### src/rtl/mem_stage_wbuf_if.sv
// rtl/mem_stage_wbuf_if.sv - pipeline and backend signal bundle for mem_stage_wbuf
//
// Purpose:
//   Groups the EXE/MEM-side load/store handshake, the request/acknowledge
//   memory backend bus and the write-buffer status into one bundle.
//   The memory stage connects through the slave modport. The pipeline/backend
//   environment connects through the master modport.
//
// Signals:
//   mem_read   pipeline -> stage    load request, held with address until ready
//   mem_write  pipeline -> stage    store request, held with address/data until ready
//   address    pipeline -> stage    byte address
//   data       pipeline -> stage    store data
//   mem_result stage -> pipeline    load result, valid while ready=1 for a load
//   ready      stage -> pipeline    1 = stage may advance this cycle
//   be_req     stage -> backend     request, held until be_ack
//   be_we      stage -> backend     1 = write, 0 = read
//   be_addr    stage -> backend     word-aligned byte address
//   be_wdata   stage -> backend     write data
//   be_ack     backend -> stage     one-cycle completion pulse
//   be_rdata   backend -> stage     read data, valid with be_ack
//   wb_count   stage -> observer    occupied write-buffer entries
//   wb_empty   stage -> observer    wb_count == 0
interface mem_stage_wbuf_if #(
  parameter int ADDR_W   = 32,
  parameter int DATA_W   = 32,
  parameter int WB_DEPTH = 4
);
  localparam int CNT_W = $clog2(WB_DEPTH) + 1;

  logic              mem_read;
  logic              mem_write;
  logic [ADDR_W-1:0] address;
  logic [DATA_W-1:0] data;
  logic [DATA_W-1:0] mem_result;
  logic              ready;

  logic              be_req;
  logic              be_we;
  logic [ADDR_W-1:0] be_addr;
  logic [DATA_W-1:0] be_wdata;
  logic              be_ack;
  logic [DATA_W-1:0] be_rdata;

  logic [CNT_W-1:0]  wb_count;
  logic              wb_empty;

  modport slave (
    input  mem_read, mem_write, address, data, be_ack, be_rdata,
    output mem_result, ready, be_req, be_we, be_addr, be_wdata, wb_count, wb_empty
  );

  modport master (
    output mem_read, mem_write, address, data, be_ack, be_rdata,
    input  mem_result, ready, be_req, be_we, be_addr, be_wdata, wb_count, wb_empty
  );
endinterface

### src/rtl/mem_stage_wbuf.sv
// rtl/mem_stage_wbuf.sv - memory stage with posted write buffer and read forwarding
//
// Purpose:
//   Sits between the EXE/MEM pipeline register and a request/acknowledge
//   memory backend. Stores retire into a circular write buffer without
//   stalling while it has room. Loads are served from the youngest matching
//   buffered store in the same cycle. Otherwise they go to the backend ahead
//   of the queued stores. The buffer drains one entry at a time whenever the
//   backend is otherwise idle.
//
// Ports:
//   clk  in   clock, rising edge
//   rst  in   asynchronous, active-high reset. The backend shares it, so an
//             in-flight access is simply abandoned.
//   bus  slave modport of mem_stage_wbuf_if:
//        mem_read/mem_write/address/data in, mem_result/ready out
//        be_req/be_we/be_addr/be_wdata out (registered), be_ack/be_rdata in
//        wb_count/wb_empty out
module mem_stage_wbuf #(
  parameter int ADDR_W   = 32,
  parameter int DATA_W   = 32,
  parameter int WB_DEPTH = 4
) (
  input  logic            clk,
  input  logic            rst,
  mem_stage_wbuf_if.slave bus
);
  localparam int PTR_W = $clog2(WB_DEPTH);
  localparam int CNT_W = PTR_W + 1;
  localparam int WA_W  = ADDR_W - 2;

  typedef enum logic [1:0] {
    IDLE = 2'd0,
    RD   = 2'd1,
    WR   = 2'd2,
    RESP = 2'd3
  } state_t;

  state_t            state_q, state_d;

  // Buffer storage carries no reset; occupancy is tracked by count_q alone.
  logic [WA_W-1:0]   wb_addr [WB_DEPTH];
  logic [DATA_W-1:0] wb_data [WB_DEPTH];
  logic [PTR_W-1:0]  head_q, tail_q;
  logic [CNT_W-1:0]  count_q;

  logic              be_req_q, be_req_d;
  logic              be_we_q, be_we_d;
  logic [ADDR_W-1:0] be_addr_q, be_addr_d;
  logic [DATA_W-1:0] be_wdata_q, be_wdata_d;
  logic [DATA_W-1:0] result_q;

  logic [WA_W-1:0]   req_waddr;
  logic              wb_full;
  logic              wr_req, rd_req;
  logic              push, pop, latch_rd;
  logic              fwd_hit;
  logic [DATA_W-1:0] fwd_data;
  logic [PTR_W-1:0]  fwd_idx;
  logic              rd_hit, rd_miss;
  logic              ready_c;

  // Byte-lane bits are irrelevant to word-granular buffering.
  logic              unused_addr_lsbs;
  assign unused_addr_lsbs = ^bus.address[1:0];

  assign req_waddr = bus.address[ADDR_W-1:2];
  assign wb_full   = (count_q == CNT_W'(WB_DEPTH));

  // A simultaneous read and write is a store; the read is dropped.
  assign wr_req = bus.mem_write;
  assign rd_req = bus.mem_read & ~bus.mem_write;

  // Fullness is judged on the occupancy at the start of the cycle, so a pop
  // landing on the same edge never admits a push.
  assign push = wr_req & ~wb_full;

  // Scan entries from oldest to youngest; a later match overwrites an
  // earlier one, so the youngest store to the word wins.
  always_comb begin
    fwd_hit  = 1'b0;
    fwd_data = '0;
    fwd_idx  = '0;
    for (int i = 0; i < WB_DEPTH; i++) begin
      fwd_idx = head_q + PTR_W'(i);
      if ((CNT_W'(i) < count_q) && (wb_addr[fwd_idx] == req_waddr)) begin
        fwd_hit  = 1'b1;
        fwd_data = wb_data[fwd_idx];
      end
    end
  end

  assign rd_hit  = rd_req & fwd_hit;
  assign rd_miss = rd_req & ~fwd_hit;

  // While a load misses, the pipeline stays frozen, so no store can enter the
  // buffer until RESP releases it.
  always_comb begin
    ready_c = 1'b1;
    if (wr_req) begin
      ready_c = ~wb_full;
    end else if (rd_req) begin
      ready_c = rd_hit | (state_q == RESP);
    end
  end

  assign bus.ready      = ready_c;
  assign bus.mem_result = (state_q != RESP && rd_hit) ? fwd_data : result_q;

  // Backend sequencing. The be_* registers are only reloaded when a new
  // request is launched from IDLE, so they stay stable until be_ack.
  always_comb begin
    state_d    = state_q;
    be_req_d   = be_req_q;
    be_we_d    = be_we_q;
    be_addr_d  = be_addr_q;
    be_wdata_d = be_wdata_q;
    pop        = 1'b0;
    latch_rd   = 1'b0;
    case (state_q)
      IDLE: begin
        // Reads jump ahead of queued stores. A miss never aliases a buffered
        // word, so reordering is safe.
        if (rd_miss) begin
          state_d   = RD;
          be_req_d  = 1'b1;
          be_we_d   = 1'b0;
          be_addr_d = {req_waddr, 2'b00};
        end else if (count_q != '0) begin
          state_d    = WR;
          be_req_d   = 1'b1;
          be_we_d    = 1'b1;
          be_addr_d  = {wb_addr[head_q], 2'b00};
          be_wdata_d = wb_data[head_q];
        end
      end
      RD: begin
        if (bus.be_ack) begin
          latch_rd = 1'b1;
          be_req_d = 1'b0;
          state_d  = RESP;
        end
      end
      WR: begin
        if (bus.be_ack) begin
          pop      = 1'b1;
          be_req_d = 1'b0;
          state_d  = IDLE;
        end
      end
      RESP: begin
        state_d = IDLE;
      end
      default: begin
        state_d = IDLE;
      end
    endcase
  end

  always_ff @(posedge clk or posedge rst) begin
    if (rst) begin
      state_q <= IDLE;
    end else begin
      state_q <= state_d;
    end
  end

  always_ff @(posedge clk or posedge rst) begin
    if (rst) begin
      be_req_q   <= 1'b0;
      be_we_q    <= 1'b0;
      be_addr_q  <= '0;
      be_wdata_q <= '0;
      result_q   <= '0;
    end else begin
      be_req_q   <= be_req_d;
      be_we_q    <= be_we_d;
      be_addr_q  <= be_addr_d;
      be_wdata_q <= be_wdata_d;
      if (latch_rd) begin
        result_q <= bus.be_rdata;
      end
    end
  end

  // Pointers wrap naturally because WB_DEPTH is a power of two.
  always_ff @(posedge clk or posedge rst) begin
    if (rst) begin
      head_q  <= '0;
      tail_q  <= '0;
      count_q <= '0;
    end else begin
      if (push) begin
        tail_q <= tail_q + PTR_W'(1);
      end
      if (pop) begin
        head_q <= head_q + PTR_W'(1);
      end
      case ({push, pop})
        2'b10:   count_q <= count_q + CNT_W'(1);
        2'b01:   count_q <= count_q - CNT_W'(1);
        default: count_q <= count_q;
      endcase
    end
  end

  always_ff @(posedge clk) begin
    if (push) begin
      wb_addr[tail_q] <= req_waddr;
      wb_data[tail_q] <= bus.data;
    end
  end

  assign bus.be_req   = be_req_q;
  assign bus.be_we    = be_we_q;
  assign bus.be_addr  = be_addr_q;
  assign bus.be_wdata = be_wdata_q;
  assign bus.wb_count = count_q;
  assign bus.wb_empty = (count_q == '0);
endmodule

### src/flat_wrapper.sv
// flat-port wrapper written by rule: the top's interface ports become plain ports
module mem_stage_wbuf_flat 
#(
  parameter int ADDR_W   = 32,
  parameter int DATA_W   = 32,
  parameter int WB_DEPTH = 4
)
  (clk, rst, bus_mem_read, bus_mem_write, bus_address, bus_data, bus_be_ack, bus_be_rdata, bus_mem_result, bus_ready, bus_be_req, bus_be_we, bus_be_addr, bus_be_wdata, bus_wb_count, bus_wb_empty);
  mem_stage_wbuf_if #(.ADDR_W(ADDR_W), .DATA_W(DATA_W), .WB_DEPTH(WB_DEPTH)) bus_i ();
  input  logic clk;
  input  logic rst;
  input wire logic [$bits(bus_i.mem_read)-1:0] bus_mem_read;
  input wire logic [$bits(bus_i.mem_write)-1:0] bus_mem_write;
  input wire logic [$bits(bus_i.address)-1:0] bus_address;
  input wire logic [$bits(bus_i.data)-1:0] bus_data;
  input wire logic [$bits(bus_i.be_ack)-1:0] bus_be_ack;
  input wire logic [$bits(bus_i.be_rdata)-1:0] bus_be_rdata;
  output wire logic [$bits(bus_i.mem_result)-1:0] bus_mem_result;
  output wire logic [$bits(bus_i.ready)-1:0] bus_ready;
  output wire logic [$bits(bus_i.be_req)-1:0] bus_be_req;
  output wire logic [$bits(bus_i.be_we)-1:0] bus_be_we;
  output wire logic [$bits(bus_i.be_addr)-1:0] bus_be_addr;
  output wire logic [$bits(bus_i.be_wdata)-1:0] bus_be_wdata;
  output wire logic [$bits(bus_i.wb_count)-1:0] bus_wb_count;
  output wire logic [$bits(bus_i.wb_empty)-1:0] bus_wb_empty;
  assign bus_i.mem_read = bus_mem_read;
  assign bus_i.mem_write = bus_mem_write;
  assign bus_i.address = bus_address;
  assign bus_i.data = bus_data;
  assign bus_i.be_ack = bus_be_ack;
  assign bus_i.be_rdata = bus_be_rdata;
  assign bus_mem_result = bus_i.mem_result;
  assign bus_ready = bus_i.ready;
  assign bus_be_req = bus_i.be_req;
  assign bus_be_we = bus_i.be_we;
  assign bus_be_addr = bus_i.be_addr;
  assign bus_be_wdata = bus_i.be_wdata;
  assign bus_wb_count = bus_i.wb_count;
  assign bus_wb_empty = bus_i.wb_empty;
  mem_stage_wbuf #(.ADDR_W(ADDR_W), .DATA_W(DATA_W), .WB_DEPTH(WB_DEPTH)) u_core (.clk(clk), .rst(rst), .bus(bus_i));
endmodule
### config.mk
export PLATFORM = sky130hd
export DESIGN_NAME = mem_stage_wbuf_flat
export DESIGN_NICKNAME = d
export VERILOG_FILES = /design/src/rtl/mem_stage_wbuf_if.sv /design/src/rtl/mem_stage_wbuf.sv /design/src/flat_wrapper.sv
export SDC_FILE = /design/constraint.sdc
export NUM_CORES = 1
export LEC_CHECK = 0
export BUFFER_PORTS_ARGS = -buffer_cell sky130_fd_sc_hd__buf_2
export CORE_ASPECT_RATIO = 1.75
export CORE_MARGIN = 2
export CORE_UTILIZATION = 35
export CTS_CLUSTER_SIZE = 30
export DETAILED_ROUTE_END_ITERATION = 10
export PLACE_DENSITY = 0.64
export SLEW_MARGIN = 20
export SYNTH_ARGS = -nofsm -noshare
export SYNTH_HDL_FRONTEND = slang
export SYNTH_SLANG_ARGS = --single-unit
### constraint.sdc
create_clock -name clk -period 10.49 [get_ports clk]
set_input_delay 2.098 -clock clk [delete_from_list [all_inputs] [get_ports clk]]
set_output_delay 2.098 -clock clk [all_outputs]
set_load 0.02 [all_outputs]
# Word level (Yosys, flattened, before mapping)
# Memory sizes are Yosys's and may differ from the RTL's.
# Index checks and enable logic that the tools add are counted.
dict set report word_totals {
  regBits 107
  ram_bits 248
  input_bits 101
  output_inout_bits 103
  wordCells 90
  mem_count 2
}
dict set report classes {
  n_addsub 6
  magnitude_cmp 4
  eq_ne 15
  mux 29
  bitwise_logic 9
  n_reduce_logical 16
}
# name words width read_ports rd_clocked_by_memory_dff wr line
set mem_list {}
lappend mem_list {u_core.wb_data 4 32 4 0 1 mem_stage_wbuf.sv:43} ;# logic [DATA_W-1:0] wb_data [WB_DEPTH];
lappend mem_list {u_core.wb_addr 4 30 4 0 1 mem_stage_wbuf.sv:42} ;# logic [WA_W-1:0] wb_addr [WB_DEPTH];
# cell count
set ops {}
lappend ops {{2-to-1 mux 32 bit} 7}
lappend ops {{== test 30 bit} 4}
lappend ops {{2-to-1 mux 1 bit} 15}
lappend ops {{AND reduction 3 bit} 3}
lappend ops {{2-to-1 mux 2 bit} 4}
lappend ops {{case mux 2 bit (4 select lines)} 1}
lappend ops {{== test 2 bit, second input constant} 3}
lappend ops {{less-than comparator 1 x 3 -> 1 bit, first input constant} 2}
lappend ops {{less-than comparator 2 x 3 -> 1 bit, first input constant} 2}
lappend ops {{!= test 2 bit, second input constant} 3}
lappend ops {{case mux 3 bit (2 select lines)} 1}
lappend ops {{nonzero test 2 bit} 3}
lappend ops {{logical AND 1 bit} 5}
lappend ops {{adder 2 x 1 -> 2 bit, second input constant} 2}
lappend ops {{adder 2 bit, second input constant} 2}
lappend ops {{bitwise AND 1 bit} 4}
lappend ops {{== test 2 x 1 -> 1 bit, second input constant} 2}
lappend ops {{inverter 1 bit} 4}
lappend ops {{adder 3 x 1 -> 3 bit, second input constant} 1}
lappend ops {{== test 3 bit, second input constant} 1}
lappend ops {{zero test 3 bit} 1}
lappend ops {{!= test 3 x 1 -> 1 bit, second input constant} 1}
lappend ops {{nonzero test 3 bit} 1}
lappend ops {{subtractor 3 x 1 -> 3 bit, second input constant} 1}
lappend ops {{other kinds (6)} 6}

# Depth between registers and ports, before layout
# An unclocked memory read counts as a cell.
dict set report logic_depth {
  ltp_word 11
  ltp_mapped 15
}

# Least setup slack after synthesis
# Ideal clock, no wire load.
dict set report synth_timing {
  path_kind {input port to output port}
  from {in bus_address[27]}
  to {out bus_mem_result[21]}
  arrival_time_ns 4.506
  t_required_ns 8.392
  slack_ns 3.886
  path_stages 10
  cell_sequence {clkbuf_1 inv_1 a211oi_1 o2111ai_1 or4_1 a211o_1 clkbuf_1 o22ai_1 o211ai_1 a31oi_1}
}
dict set report synth_via {
  elab_chain_len 9
  word_cells_on_any_way 19
  cone_classes {eq/ne (4); mux (9); bitwise (1); reduce/logical (5)}
}
# element line
set synth_rtl {}
lappend synth_rtl {{start, declared} flat_wrapper.sv:14} ;# input wire logic [$bits(bus_i.address)-1:0] bus_address;
lappend synth_rtl {{== test 30 bit} mem_stage_wbuf.sv:86} ;# if ((CNT_W'(i) < count_q) && (wb_addr[fwd_idx] == req_waddr)) begin
lappend synth_rtl {{logical AND 1 bit} mem_stage_wbuf.sv:86}
lappend synth_rtl {{2-to-1 mux 1 bit (4 in a row)} mem_stage_wbuf.sv:86}
lappend synth_rtl {{bitwise AND 1 bit} mem_stage_wbuf.sv:93} ;# assign rd_hit = rd_req & fwd_hit;
lappend synth_rtl {{logical AND 1 bit} mem_stage_wbuf.sv:108} ;# assign bus.mem_result = (state_q != RESP && rd_hit) ? fwd_data : result_q;
lappend synth_rtl {{2-to-1 mux 32 bit (*)} mem_stage_wbuf.sv:108}
lappend synth_rtl {{end, declared} flat_wrapper.sv:18} ;# output wire logic [$bits(bus_i.mem_result)-1:0] bus_mem_result;
# Every way passes the cells marked *; elsewhere a longest branch is shown, timed or not.

# Worst setup path after layout
dict set report layout_timing {
  from {reg u_core.head_q[0]}
  to {out bus_mem_result[1]}
}
dict set report layout_via {
  elab_chain_len 10
  word_cells_on_any_way 24
  cone_classes {add/sub (3); eq/ne (4); mux (9); bitwise (1); reduce/logical (5); memory (2)}
}
# element line
set layout_rtl {}
lappend layout_rtl {{start, declared} mem_stage_wbuf.sv:44} ;# logic [PTR_W-1:0] head_q, tail_q;
lappend layout_rtl {{start signal, assigned} mem_stage_wbuf.sv:197} ;# head_q <= head_q + PTR_W'(1);
lappend layout_rtl {{adder 2 x 1 -> 2 bit / memory (4 x 30 bit) (equally long branches)} --}
lappend layout_rtl {{memory (4 x 30 bit) / == test 30 bit (equally long branches)} --}
lappend layout_rtl {{== test 30 bit / logical AND 1 bit (equally long branches)} mem_stage_wbuf.sv:86}
lappend layout_rtl {{logical AND 1 bit / 2-to-1 mux 1 bit (equally long branches)} mem_stage_wbuf.sv:86}
lappend layout_rtl {{2-to-1 mux 1 bit (3 in a row)} mem_stage_wbuf.sv:86}
lappend layout_rtl {{bitwise AND 1 bit} mem_stage_wbuf.sv:93}
lappend layout_rtl {{logical AND 1 bit} mem_stage_wbuf.sv:108}
lappend layout_rtl {{2-to-1 mux 32 bit (*)} mem_stage_wbuf.sv:108}
# Marked as above.

==> summary.md <==
| Metric | Value |
|---|---|
| Status | `finished, final reports clean` |
| Post-synthesis sequential area ratio | `49.5%` |
| EDFF count, synth | `248` |
| Post-Synthesis Cells | `1798` |
| Warnings, synthesis | `0` |
| Drt pass-1 iters | `5` |
| PwrDens | `305 nW/um2` |
| Sw frac | `42.1%` |
| IO Pins | `204` |
| Setup violators final | `0` |
| Synth-to-Final Area Change | `13.5%` |
| Finished Cell Area | `23100 um2` |
| Final Hold Vio Count | `0` |
| DIE WIDTH | `186 um` |
| Worst R2R Path Depth | `13` |
| Final Max Tran Viols | `0` |
| Die height | `323 um` |
| Reg clk slew, reported paths | `0.06 ns` |
| Post-synth top cells | `edfxtp_1, mux2i_1, nand2_1, mux2_2, o21ai_0` |
| Reg2Reg Launch Point | `u_core.head_q[0]` |
| Port Buffer Count | `199` |
| Iter 0 DRT Violations | `1051` |
| Reg2Reg Setup Slack | `4.21 ns` |
| Worst Max-Slew Pin Slew | `1.07 ns` |
| Worst path required time | `8.39 ns` |
| Worst IR drop on VDD | `192 uV` |
| Clk Tree Root Cell | `clkbuf_16` |
| Setup TNS | `0 ns` |
| Routed wire per std cell | `23.6 um` |
| Hold endpoint | `u_core.bus.be_we` |
| NumNets Final | `2031` |
| CP max FO | `107` |
| Largest net degree at the start of global routing | `108` |
| Clock tree from TritonCTS | `done` |
| Post-route insts no fill | `2712` |
| Post-CTS Setup Bufs | `0` |
| Post-synth top area share | `36.6%` |
| Combinational power share | `49.5%` |
| Synth area leaders | `edfxtp_1, dfrtp_1, mux2i_1, mux2_2, xnor2_1` |
| Cts repair resizes | `0` |
| Unrepaired setup endpoints after global routing | `false` |
| Reg-to-reg endpoint | `u_core.bus.be_wdata[27]` |
| Core Area | `57300 um2` |
| Internal power | `4.08 mW` |
| Startpoint type of the worst setup path | `flop` |
| Inserted Clock Buffers | `36` |
| Initial antenna violation count | `9` |
| Detailed-route via count | `15.0k` |
| Vias in the first global route | `15.5k` |
| Synth unique cells | `64` |
| Routed wire length | `64100 um` |
| MaxCap Viol Count | `0` |
| Filler cell count | `5523` |
| Ys flop type | `edfxtp_1` |
| Remaining DRCs | `0` |
| Htree depth | `2` |
| Buffer depth of the longest clock path | `3` |
| Fin crit share | `82.4%` |
| Post-Place Cells | `2645` |
| Clock power frac | `19.0%` |
| Fin Hold WS | `0.499 ns` |
| Via/cell ratio | `5.54` |
| Synth Register Bits | `353` |
| Critical path class | `reg2out` |
| Hold Startpoint | `u_core.bus.be_we` |
| Worst clock skew | `0.0119 ns` |
| Mapped Area | `20300 um2` |
| CP arrival | `6.55 ns` |
| Fmax | `116 MHz` |
| Starting Density | `35.5%` |
| Syn_area_per_cell | `11.3 um2` |
| GPL Wtd Cong | `0.912` |
| Post-DP Area | `21900 um2` |
| Post-CTS Hold Buffers | `0` |
| Clk sinks | `353` |
| Worst slew margin | `28.1%` |
| Row cnt | `116` |
| Post-DRT Antenna Nets | `0` |
| Switching power | `2.97 mW` |
| DIE AREA | `60100 um2` |
| Total track usage | `21.2%` |
| Critical path capture point type | `primary output` |
| Hold Path Class | `reg2reg` |
| Minimum clock period | `8.65 ns` |
| Register share of total power | `31.5%` |
| Post-synth ARST share | `29.7%` |
| Post-DP HPWL | `43600 um` |
| Leakage | `8.88 nW` |
| First-pass GRT wire length | `94700 um` |
| Gr ovfl total | `0` |
| Top-count cell post-synth | `edfxtp_1` |
| Clock latency on the worst-skew pair | `0.54 ns` |
| Hold Path Cell Cnt | `2` |
| Cell taking the most area after synthesis | `edfxtp_1` |
| Share of layout cells above drive strength 1 | `22.7%` |
==> power groups by stage <==
| stage | registers (mW) | logic (mW) | clock network [mW] |
|---|---|---|---|
| 2_1_floorplan | 2.26 | 2.46 | 0 |
| 3_3_place_gp | 2.22 | 3.39 | 0 |
| 3_5_place_dp | 2.24 | 3.49 | 0 |
| 4_1_cts | 2.22 | 3.51 | 1.37 |
| 5_1_grt | 2.27 | 3.77 | 1.41 |
| 6_report | 2.22 | 3.49 | 1.34 |
==> cell usage in the layout (no fill, tap or decap), drive strengths merged, types with 6 or more instances in the layout <==
master,netlist,final
a21oi,46,46
a221o,27,27
a31oi,36,36
and3,6,6
buf,75,229
clkbuf,74,48
clkinv,0,10
dfrtp,105,105
edfxtp,248,248
ha,13,13
inv,58,58
mux2,118,118
mux2i,245,245
mux4,20,20
nand2,204,204
nand4,12,12
nor2,105,105
nor2b,6,6
nor3,8,8
nor4,16,16
o2111ai,6,6
o211ai,35,35
o21ai,107,107
o22ai,43,43
o2bb2ai,12,12
xnor2,101,101
xor2,10,10
==> state kept, by name, indices dropped and copies added, names as in the netlist <==
name / count
u_core.bus.be_addr: 30
u_core.bus.be_req: 1
u_core.bus.be_wdata: 32
u_core.bus.be_we: 1
u_core.bus.wb_count: 3
u_core.head_q: 2
u_core.result_q: 32
u_core.state_q: 2
u_core.tail_q: 2
u_core.wb_addr: 120
u_core.wb_data: 128
==> cell families (layout without fill, tap and decap cells) <==
kind of cell | Yosys count | count (layout) | share of synthesized area [%]
mux | 383 | 383 | 20.9
fa+ha+maj | 13 | 13 | 0.800
flops | 353 | 353 | 49.5
other cells | 1 | 4 | 0.0184
compound gates | 352 | 352 | 11.3
buf+inv | 207 | 351 | 4.62
simple gates | 378 | 378 | 8.07
xor+xnor | 111 | 111 | 4.78
==> metal layers <==
layer	global-route usage, %	vias up	part of all wire [%]
met5	0	-	0.12
li1	-	6873	-
met4	11.3	12	5.9
met1	22.5	7412	35
met3	3.64	176	5.8
met2	39.5	547	53
==> layout make-up <==
cell class	instances	area, um2	area share [%]
Antenna cell	2	5.00	0.0217
Tap cell	767	960	4.16
Sequential cell	353	10100	43.7
Clock inverter	16	180	0.781
Clock buffer	48	1020	4.41
Timing Repair Buffer	229	1250	5.41
Inverter	58	220	0.954
Multi-Input combinational cell	1239	9370	40.6
==> how the worst max path moves through the flow <==
stage	from	end	slack, ns	cells past startpoint
2_1_floorplan	bus_address[27]	bus_mem_result[21]	3.89	10
3_3_place_gp	bus_address[7]	bus_mem_result[1]	2.21	12
3_5_place_dp	bus_address[7]	bus_mem_result[1]	2.24	12
4_1_cts	u_core.head_q[0]	bus_mem_result[1]	1.83	13
5_1_grt	u_core.head_q[0]	bus_mem_result[1]	1.48	13
6_report	u_core.head_q[0]	bus_mem_result[1]	1.84	13
==> through the flow <==
stage                     total power [mW]  setup slack [ns]  utilization (%)
final                                 7.05              1.84             40.3
after global routing                  7.45              1.48             40.3
after CTS                             7.09              1.83             40.2
after detailed placement              5.73              2.24             38.1
after global placement                5.61              2.21             38.1
after floorplan                       4.72              3.89                -
==> critical path, stage by stage (launching register included) <==
cell	delay, ns
dfrtp_4	1.03
buf_4	0.83
mux4_2	0.61
xnor2_1	0.17
nand2_1	0.09
nor4_1	0.28
o2111ai_1	0.27
nor3_4	0.18
buf_4	0.54
o311a_2	0.61
buf_4	0.54
nor2_1	0.08
a31oi_1	0.42
buf_2	0.26
(Power assumes the default switching activity.)
